**src/rtl/ahb_s2_timer.sv**
```systemverilog
// ahb_s2_timer: AHB-Lite slave on slot s2 with a 32-bit down-counting timer,
//   8-bit prescaler, one-shot/auto-reload modes and a level interrupt.
// Latency: zero-wait data phase for legal accesses; writes take effect the next cycle.
// Backpressure: hready_resp_s2 is low only in the first cycle of a two-cycle ERROR.
//
// Ports:
//   HCLK, HRESETn                 clock, asynchronous active-low reset
//   hsel_s2, haddr_s, htrans_s,   address-phase inputs from the interconnect
//   hwrite_s, hsize_s, HREADY
//   hwdata_s                      write data (data phase)
//   hready_resp_s2, hresp_s2,     slave response and read data
//   hrdata_s2
//   irq                           level interrupt = STATUS.flag & CTRL.IE
//
// Register map (haddr_s[3:2], haddr_s[11:4] must be zero):
//   0x0 CTRL   [0] EN, [1] IE, [2] AUTO, [15:8] PRESCALE
//   0x4 LOAD   write also copies into VALUE and restarts the prescaler
//   0x8 VALUE  read-only, writes are answered with ERROR
//   0xC STATUS [0] flag, write 1 to clear

module ahb_s2_timer (
  input  logic        HCLK,
  input  logic        HRESETn,
  input  logic        hsel_s2,
  input  logic [31:0] haddr_s,
  input  logic [1:0]  htrans_s,
  input  logic        hwrite_s,
  input  logic [2:0]  hsize_s,
  input  logic [31:0] hwdata_s,
  input  logic        HREADY,
  output logic        hready_resp_s2,
  output logic [1:0]  hresp_s2,
  output logic [31:0] hrdata_s2,
  output logic        irq
);

  localparam logic [1:0] OFF_CTRL   = 2'd0;
  localparam logic [1:0] OFF_LOAD   = 2'd1;
  localparam logic [1:0] OFF_VALUE  = 2'd2;
  localparam logic [1:0] OFF_STATUS = 2'd3;

  typedef enum logic [1:0] {
    IDLE = 2'd0,
    ERR1 = 2'd1,
    ERR2 = 2'd2
  } bus_state_e;

  bus_state_e state_q, state_d;

  // Latched address phase of a legal access, consumed in the following cycle.
  logic       dp_vld_q, dp_vld_d;
  logic       dp_wr_q,  dp_wr_d;
  logic [1:0] dp_off_q, dp_off_d;

  // Timer registers
  logic        en_q,    en_d;
  logic        ie_q,    ie_d;
  logic        auto_q,  auto_d;
  logic [7:0]  ps_q,    ps_d;
  logic [31:0] load_q,  load_d;
  logic [31:0] value_q, value_d;
  logic [7:0]  pc_q,    pc_d;
  logic        flag_q,  flag_d;

  logic addr_acc;
  logic addr_illegal;
  logic wr_en;
  logic wr_ctrl;
  logic wr_load;
  logic wr_status;
  logic tick;
  logic expire;

  // Address bits that are never decoded, and the SEQ/NONSEQ distinction.
  logic unused_bits;
  assign unused_bits = ^{haddr_s[31:12], haddr_s[1:0], htrans_s[0]};

  // ---------------------------------------------------------------------------
  // Address phase decode
  // ---------------------------------------------------------------------------
  assign addr_acc     = hsel_s2 & htrans_s[1] & HREADY;
  assign addr_illegal = (hsize_s != 3'b010) |
                        (haddr_s[11:4] != 8'd0) |
                        (hwrite_s & (haddr_s[3:2] == OFF_VALUE));

  // ---------------------------------------------------------------------------
  // Bus FSM: IDLE serves legal accesses with zero wait; an illegal access runs
  // the two-cycle ERROR response ERR1 (not ready) -> ERR2 (ready).
  // ---------------------------------------------------------------------------
  always_comb begin
    state_d  = state_q;
    dp_vld_d = 1'b0;
    dp_wr_d  = dp_wr_q;
    dp_off_d = dp_off_q;

    if (addr_acc && !addr_illegal) begin
      dp_vld_d = 1'b1;
      dp_wr_d  = hwrite_s;
      dp_off_d = haddr_s[3:2];
    end

    case (state_q)
      IDLE: begin
        if (addr_acc && addr_illegal) state_d = ERR1;
      end
      ERR1: begin
        state_d = ERR2;
      end
      ERR2: begin
        // A new illegal access accepted in ERR2 restarts the error sequence.
        if (addr_acc && addr_illegal) state_d = ERR1;
        else                          state_d = IDLE;
      end
      default: begin
        state_d = IDLE;
      end
    endcase
  end

  assign hready_resp_s2 = (state_q != ERR1);
  assign hresp_s2       = ((state_q == ERR1) || (state_q == ERR2)) ? 2'b01 : 2'b00;

  // Read data only during a legal read data phase, zero otherwise.
  always_comb begin
    hrdata_s2 = 32'd0;
    if (dp_vld_q && !dp_wr_q) begin
      case (dp_off_q)
        OFF_CTRL:   hrdata_s2 = {16'd0, ps_q, 5'd0, auto_q, ie_q, en_q};
        OFF_LOAD:   hrdata_s2 = load_q;
        OFF_VALUE:  hrdata_s2 = value_q;
        OFF_STATUS: hrdata_s2 = {31'd0, flag_q};
        default:    hrdata_s2 = 32'd0;
      endcase
    end
  end

  // ---------------------------------------------------------------------------
  // Register writes (committed at the end of the data-phase cycle)
  // ---------------------------------------------------------------------------
  assign wr_en     = dp_vld_q & dp_wr_q;
  assign wr_ctrl   = wr_en & (dp_off_q == OFF_CTRL);
  assign wr_load   = wr_en & (dp_off_q == OFF_LOAD);
  assign wr_status = wr_en & (dp_off_q == OFF_STATUS);

  // ---------------------------------------------------------------------------
  // Counter. pc counts 0..PRESCALE; a tick is issued on the PRESCALE cycle.
  // If PRESCALE is lowered below pc while running, pc wraps through 255.
  // ---------------------------------------------------------------------------
  assign tick   = en_q & (pc_q == ps_q);
  assign expire = tick & (value_q == 32'd0);

  always_comb begin
    pc_d    = pc_q;
    value_d = value_q;
    en_d    = en_q;
    ie_d    = ie_q;
    auto_d  = auto_q;
    ps_d    = ps_q;
    load_d  = load_q;
    flag_d  = flag_q;

    if (!en_q || tick) pc_d = 8'd0;
    else               pc_d = pc_q + 8'd1;

    if (tick) begin
      if (value_q != 32'd0) value_d = value_q - 32'd1;
      else if (auto_q)      value_d = load_q;
    end

    // One-shot expiry stops the timer; a same-cycle CTRL write overrides it.
    if (expire && !auto_q) en_d = 1'b0;

    if (wr_ctrl) begin
      en_d   = hwdata_s[0];
      ie_d   = hwdata_s[1];
      auto_d = hwdata_s[2];
      ps_d   = hwdata_s[15:8];
    end

    // A LOAD write takes priority over the counter for VALUE and pc.
    if (wr_load) begin
      load_d  = hwdata_s;
      value_d = hwdata_s;
      pc_d    = 8'd0;
    end

    // Set beats clear when both land in the same cycle.
    if (wr_status && hwdata_s[0]) flag_d = 1'b0;
    if (expire)                   flag_d = 1'b1;
  end

  assign irq = flag_q & ie_q;

  // ---------------------------------------------------------------------------
  // State registers
  // ---------------------------------------------------------------------------
  always_ff @(posedge HCLK or negedge HRESETn) begin
    if (!HRESETn) begin
      state_q  <= IDLE;
      dp_vld_q <= 1'b0;
      dp_wr_q  <= 1'b0;
      dp_off_q <= 2'd0;
      en_q     <= 1'b0;
      ie_q     <= 1'b0;
      auto_q   <= 1'b0;
      ps_q     <= 8'd0;
      load_q   <= 32'd0;
      value_q  <= 32'd0;
      pc_q     <= 8'd0;
      flag_q   <= 1'b0;
    end else begin
      state_q  <= state_d;
      dp_vld_q <= dp_vld_d;
      dp_wr_q  <= dp_wr_d;
      dp_off_q <= dp_off_d;
      en_q     <= en_d;
      ie_q     <= ie_d;
      auto_q   <= auto_d;
      ps_q     <= ps_d;
      load_q   <= load_d;
      value_q  <= value_d;
      pc_q     <= pc_d;
      flag_q   <= flag_d;
    end
  end

endmodule
```
**config.mk**
```make
export PLATFORM = sky130hd
export DESIGN_NAME = ahb_s2_timer
export DESIGN_NICKNAME = d
export VERILOG_FILES = /design/src/rtl/ahb_s2_timer.sv
export SDC_FILE = /design/constraint.sdc
export NUM_CORES = 1
export LEC_CHECK = 0
export ABC_AREA = 1
export CAP_MARGIN = 40
export CORE_ASPECT_RATIO = 0.9
export CORE_MARGIN = 3
export CORE_UTILIZATION = 54
export CTS_CLUSTER_DIAMETER = 60
export DETAILED_ROUTE_END_ITERATION = 10
export PLACE_DENSITY = 0.82
export SLEW_MARGIN = 20
export SYNTH_ARGS = -nofsm -noshare
export SYNTH_HDL_FRONTEND = slang
export SYNTH_SLANG_ARGS = --single-unit
```
**constraint.sdc**
```tcl
create_clock -name HCLK -period 1.9 [get_ports HCLK]
set_input_delay 0.19 -clock HCLK [delete_from_list [all_inputs] [get_ports HCLK]]
set_output_delay 0.19 -clock HCLK [all_outputs]
set_load 0.01 [all_outputs]
```
# Word-level counts from Yosys, hierarchy flattened
# Index checks and enable logic that the tools add are counted.
[word_totals]
reg_bits = 90
in_bits = 74
out_inout_bits = 36
wordCells = 74
[op_classes]
n_addsub = 2
n_eq_ne = 10
mux = 17
n_bitwise = 12
reduce_logical = 21
[op_table]
columns = ["cell", "count"]
rows = [
  ["two-way mux 32 bit", 5],
  ["case mux 32 bit (4 select lines)", 1],
  ["zero test 32 bit", 1],
  ["nonzero test 32 bit", 1],
  ["subtractor 32 x 1 -> 32 bit, second input constant", 1],
  ["two-way mux 8 bit", 2],
  ["AND 1 bit", 10],
  ["adder 8 x 1 -> 8 bit, second input constant", 1],
  ["== test 2 bit, second input constant", 4],
  ["== test 8 bit", 1],
  ["nonzero test 8 bit", 1],
  ["two-way mux 1 bit", 7],
  ["case mux 2 bit (3 select lines)", 1],
  ["nonzero test 2 bit", 3],
  ["logical AND 1 bit", 5],
  ["== test 2 x 1 -> 1 bit, second input constant", 2],
  ["zero test 1 bit", 4],
  ["zero test 2 bit", 2],
  ["inequality test 3 x 2 -> 1 bit, second input constant", 1],
  ["nonzero test 3 bit", 1],
  ["logical OR 1 bit", 2],
  ["two-way mux 2 bit", 1],
  ["inequality test 2 x 1 -> 1 bit, second input constant", 1],
  ["inequality test 2 bit, second input constant", 1],
  ["2 further kinds", 3],
]

# Logic depth before layout (Yosys ltp)
# Gate-level depths: netlist (run 1).
[depth]
ltp_word = 6
depth_mapped = 12

# Least setup slack after synthesis (run 1)
# Ideal clock, no wire load.
[synth_path]
path_type = "flip-flop to flip-flop"
from = "register value_q[0]"
to = "register value_q[10]"
arrival_ns = 1.568
setup_slack_ns = 0.211
stages_incl_launch_ff = 13
path_cell_list = "dfrtp_1 > inv_1 > ha_1 > nand2_1 > nor2_1 > nand2_2 > nor2_8 > nand3_4 > nand2_4 > inv_2 > buf_6 > nand2_1 > nand2_1"
[synth_via]
elab_chain_len = 4
word_cells_on_any_way = 7
classes_between = "add/sub: 1; mux: 3; reduce/logical: 3"
[synth_rtl]
columns = ["item", "line_no", "source"]
rows = [
  ["start, declared", "61", "logic [31:0] value_q, value_d;"],
  ["start signal, assigned", "221", "value_q <= value_d;"],
  ["subtractor 32 x 1 -> 32 bit or nonzero test 32 bit (tied branches)", "166", "if (value_q != 32'd0) value_d = value_q - 32'd1;"],
  ["two-way mux 32 bit", "166", ""],
  ["two-way mux 32 bit", "165", "if (tick) begin"],
  ["two-way mux 32 bit", "181", "if (wr_load) begin"],
]
# Several ways; a longest one is shown, not always the timed one. The select of a mux whose other input is x is not followed.
# A chain may end at the register's enable or synchronous reset.

# Worst setup path after layout (run 1)
[layout_path]
from = "register dp_off_q[1]"
to = "register value_q[29]"
[layout_via]
elab_chain_len = 4
word_cells_on_any_way = 6
classes_between = "eq/ne: 1; mux: 1; bitwise: 1; reduce/logical: 3"
[layout_rtl]
columns = ["item", "line_no", "source"]
rows = [
  ["start, declared", "53", "logic [1:0] dp_off_q, dp_off_d;"],
  ["start signal, assigned", "215", "dp_off_q <= dp_off_d;"],
  ["== test 2 x 1 -> 1 bit *", "142", "assign wr_load = wr_en & (dp_off_q == OFF_LOAD);"],
  ["AND 1 bit *", "142", ""],
  ["nonzero test 3 bit (no source line) or nonzero test 2 bit (tied branches)", "n/a", ""],
  ["AND reduction 2 bit (no source line)", "n/a", ""],
]
# Every way passes the cells marked *; elsewhere a longest branch is shown, timed or not.

==> metrics.md, run 1 <==
| Metric | Value |
|---|---|
| Clock Sinks | `90` |
| Antenna viol nets, final | `0` |
| Largest net degree at the start of global routing | `47` |
| Rows | `36` |
| Pleak | `4.27 nW` |
| Max-Cap Viols | `0` |
| First-pass DRT Iterations | `8` |
| Vias | `6613` |
| H-tree Lvls | `3` |
| Final WL | `18600 um` |
| Vias in the first global route | `6211` |
| Final GP Congestion | `0.947` |
| Area grow syn2layout | `32.1%` |
| Drt drc | `0` |
| Cell Area, Synth | `6040 um2` |
| Syn_nets | `1006` |
| Share of layout cells above drive strength 1 | `0.147` |
| Hold Fails Final Rpt | `0` |
| Post-route total power | `4.22 mW` |
| Clk network pwr share | `0.459` |
| Worst setup path end | `value_q[29]$_DFFE_PN0P_` |
| Fin util | `0.735` |
| Wirelength per Cell | `15.3 um` |
| Share of power burned in combinational logic | `0.080` |
| Nets | `1143` |
| R2r setup slk | `-7 ps` |
| Crit path time final | `1910 ps` |
| Core Box Area | `10900 um2` |
| IO buf count | `85` |
| Vias per Instance | `5.43` |
| Setup crit start kind | `register` |
| First-pass GRT wire length | `28900 um` |
| Post-synth EDFFs | `0` |
| Synth cell types | `36` |
| Die Footprint | `12500 um2` |
| Synth area leader | `dfrtp_1` |
| Post-synth ARST share | `1.00` |
| Most common cell after layout, fill and taps aside | `nand2_1` |
| Sw Ratio | `0.218` |
| Status | `complete, but fails checks` |
| Sequential power share | `0.461` |
| Setup crit end kind | `register` |
| Failing checks | `negative setup slack` |
| Sw power | `0.918 mW` |
| Setup Skew | `7.82 ps` |
| PwrDens | `528 nW/um2` |
| Die Y | `106 um` |
| Initial drt markers | `608` |
| Antenna cells | `0` |
| Worst-path maximum fanout | `13` |
| Synth top area cells | `dfrtp_1, nand2_1, inv_1` |
| RSZ-0062 raised after global routing | `yes` |
| Max frequency | `0.524 GHz` |
| Most frequent cells in the layout | `nand2_1, inv_1, dfrtp_1` |
| Total grt overflow | `0` |
| Mean post-synth cell area | `6.54 um2` |
| Reg-to-reg startpoint | `dp_off_q[1]$_DFFE_PN0P_` |
| Synth top area share | `0.373` |
| Post-synthesis sequential area ratio | `0.373` |
| Slew Limit Fails | `0` |
| Number of synthesis warnings | `0` |
| CTS buffer count | `9` |
| R2R Path End | `value_q[29]$_DFFE_PN0P_` |
| Register bit total from synthesis | `90` |
| Root Buffer | `clkbuf_16` |
| Clock Latency Late Sink | `350 ps` |
| PnR worst setup slack | `-7.34 ps` |
| Mapped Cells | `924` |
| CP Data Required Time | `2130 ps` |
| Final Cycle Share | `1.00` |
| Starting Density | `0.557` |
| Crit path from | `dp_off_q[1]$_DFFE_PN0P_` |
| GRT Resource Usage Total | `0.283` |
| CTS tree | `done` |
| Cell count of the worst reg-to-reg path | `10` |
| Cell Int Power | `3.30 mW` |
| Reg clk slew, reported paths | `70 ps` |
| Die X | `118 um` |
| Setup-failing EPs final | `1` |
| Clk buf depth | `2` |
| Critical path type | `register to register` |
| Worst hold-check path type | `input pin to async pin` |
| Worst vdd ir | `0.459 mV` |
| Ys flop type | `dfrtp_1` |
| DP HPWL | `12800 um` |
| Ports | `110` |
| Critical Path AT | `2130 ps` |
| Initial antenna violation count | `0` |
## metrics by stage
step / hold WS (ps) / worst slack, ps / cells / setup TNS (ps) / instance area (um2)
2_1_floorplan: -106 / 211 / 924 / 0 / 6040
3_5_place_dp: 161 / -41.3 / 1181 / -145 / 7360
5_1_grt: 378 / -98.1 / 1217 / -637 / 7980
6_report: 331 / -7.34 / 1217 / -7.34 / 7980
3_3_place_gp: 158 / 4.50 / 1181 / 0 / 7360
4_1_cts: 336 / 0.369 / 1201 / 0 / 7730
## cells in the mapped netlist, types with 3 or more instances
library cell / number
nand2_1: 293
inv_1: 124
nor2_1: 99
dfrtp_1: 90
nand3_1: 76
a21oi_1: 59
o21ai_0: 58
clkbuf_1: 17
nand4_1: 11
o22ai_1: 11
xor2_1: 10
buf_2: 8
ha_1: 8
xnor2_1: 7
buf_4: 5
inv_2: 5
nor2_2: 5
nor3_1: 5
nor2_4: 4
or2_2: 4
buf_6: 3
nand2_2: 3
o221ai_1: 3
## sequential cells by signal, indices dropped and copies added (netlist names)
name      count
load_q       32
ps_q          8
dp_wr_q       1
value_q      32
dp_off_q      2
en_q          1
dp_vld_q      1
flag_q        1
auto_q        1
ie_q          1
pc_q          8
state_q       2
## layer usage
metal,wire length [um],GRT usage
met1,7870,0.367
met2,8760,0.482
met3,1390,0.0574
met4,597,0.0854
met5,0,0
## power groups by stage
stage	Sequential [mW]	Combinational (mW)	Clock (mW)
floorplan	1.98	0.106	0
detailed placement	1.99	0.316	0
global route	1.95	0.379	2.02
CTS	1.95	0.321	1.93
global placement	1.99	0.308	0
finish	1.95	0.338	1.93
## worst min path at each step
stage	end	cells after the start	slack, ps
6_report	load_q[14]$_DFFE_PN0P_	2	330
5_1_grt	load_q[14]$_DFFE_PN0P_	2	380
4_1_cts	ps_q[4]$_DFFE_PN0P_	2	340
3_5_place_dp	ps_q[4]$_DFFE_PN0P_	1	160
3_3_place_gp	ps_q[4]$_DFFE_PN0P_	1	160
2_1_floorplan	auto_q$_DFFE_PN0P_	0	-110
## critical path, stage by stage (launching register included)
cell and delay (ps):
dfrtp_2 470, nor2_4 190, buf_6 140, inv_8 50, nor2_4 160, inv_2 140, nand2_2 120, nand2_4 80
buf_12 150, nor2_1 170, a21oi_1 100
## layout make-up
| class | instances | area, um2 |
|---|---|---|
| Inverter | 129 | 499 |
| Timing Repair Buffer | 159 | 1460 |
| Clock inverter | 5 | 78.8 |
| Fill cell | 879 | 2870 |
| Tap cell | 152 | 190 |
| Clock buffer | 10 | 239 |
| Sequential cell | 90 | 2260 |
| Multi-Input combinational cell | 672 | 3260 |
## what timing repair did
action | CTS | global route
resized for setup | 55 | 66
endpoints found under the setup margin | 47 | 51
hold endpoints to repair | 29 | 0
buffers inserted | 4 | 15
hold buffers | 1 | 0
pin swaps | 1 | 8
gates cloned | 0 | 1
## logic make-up (layout without fill, tap and decap cells)
family                   after synthesis  count (layout)  synth area share
adder cells (fa/ha/maj)                8               8            0.0166
other                                  1               1          0.000620
buffers and inverters                162             303             0.109
flip-flops                            90              90             0.373
AND/OR/NAND/NOR                      509             509             0.357
AO/OA/AOI/OAI                        137             137             0.120
XOR/XNOR                              17              17            0.0246
No activity file was read; power rests on OpenSTA's default activity.
==> run 2, diff against run 1 <==
--- a/config.mk
+++ b/config.mk
@@ -12,6 +12,7 @@
 export CORE_UTILIZATION = 54
 export CTS_CLUSTER_DIAMETER = 60
 export DETAILED_ROUTE_END_ITERATION = 10
+export HOLD_SLACK_MARGIN = 0.12
 export PLACE_DENSITY = 0.82
 export SLEW_MARGIN = 20
 export SYNTH_ARGS = -nofsm -noshare
==> results of run 2 <==
Final layout, timing and power as in run 1 (identical DEF).
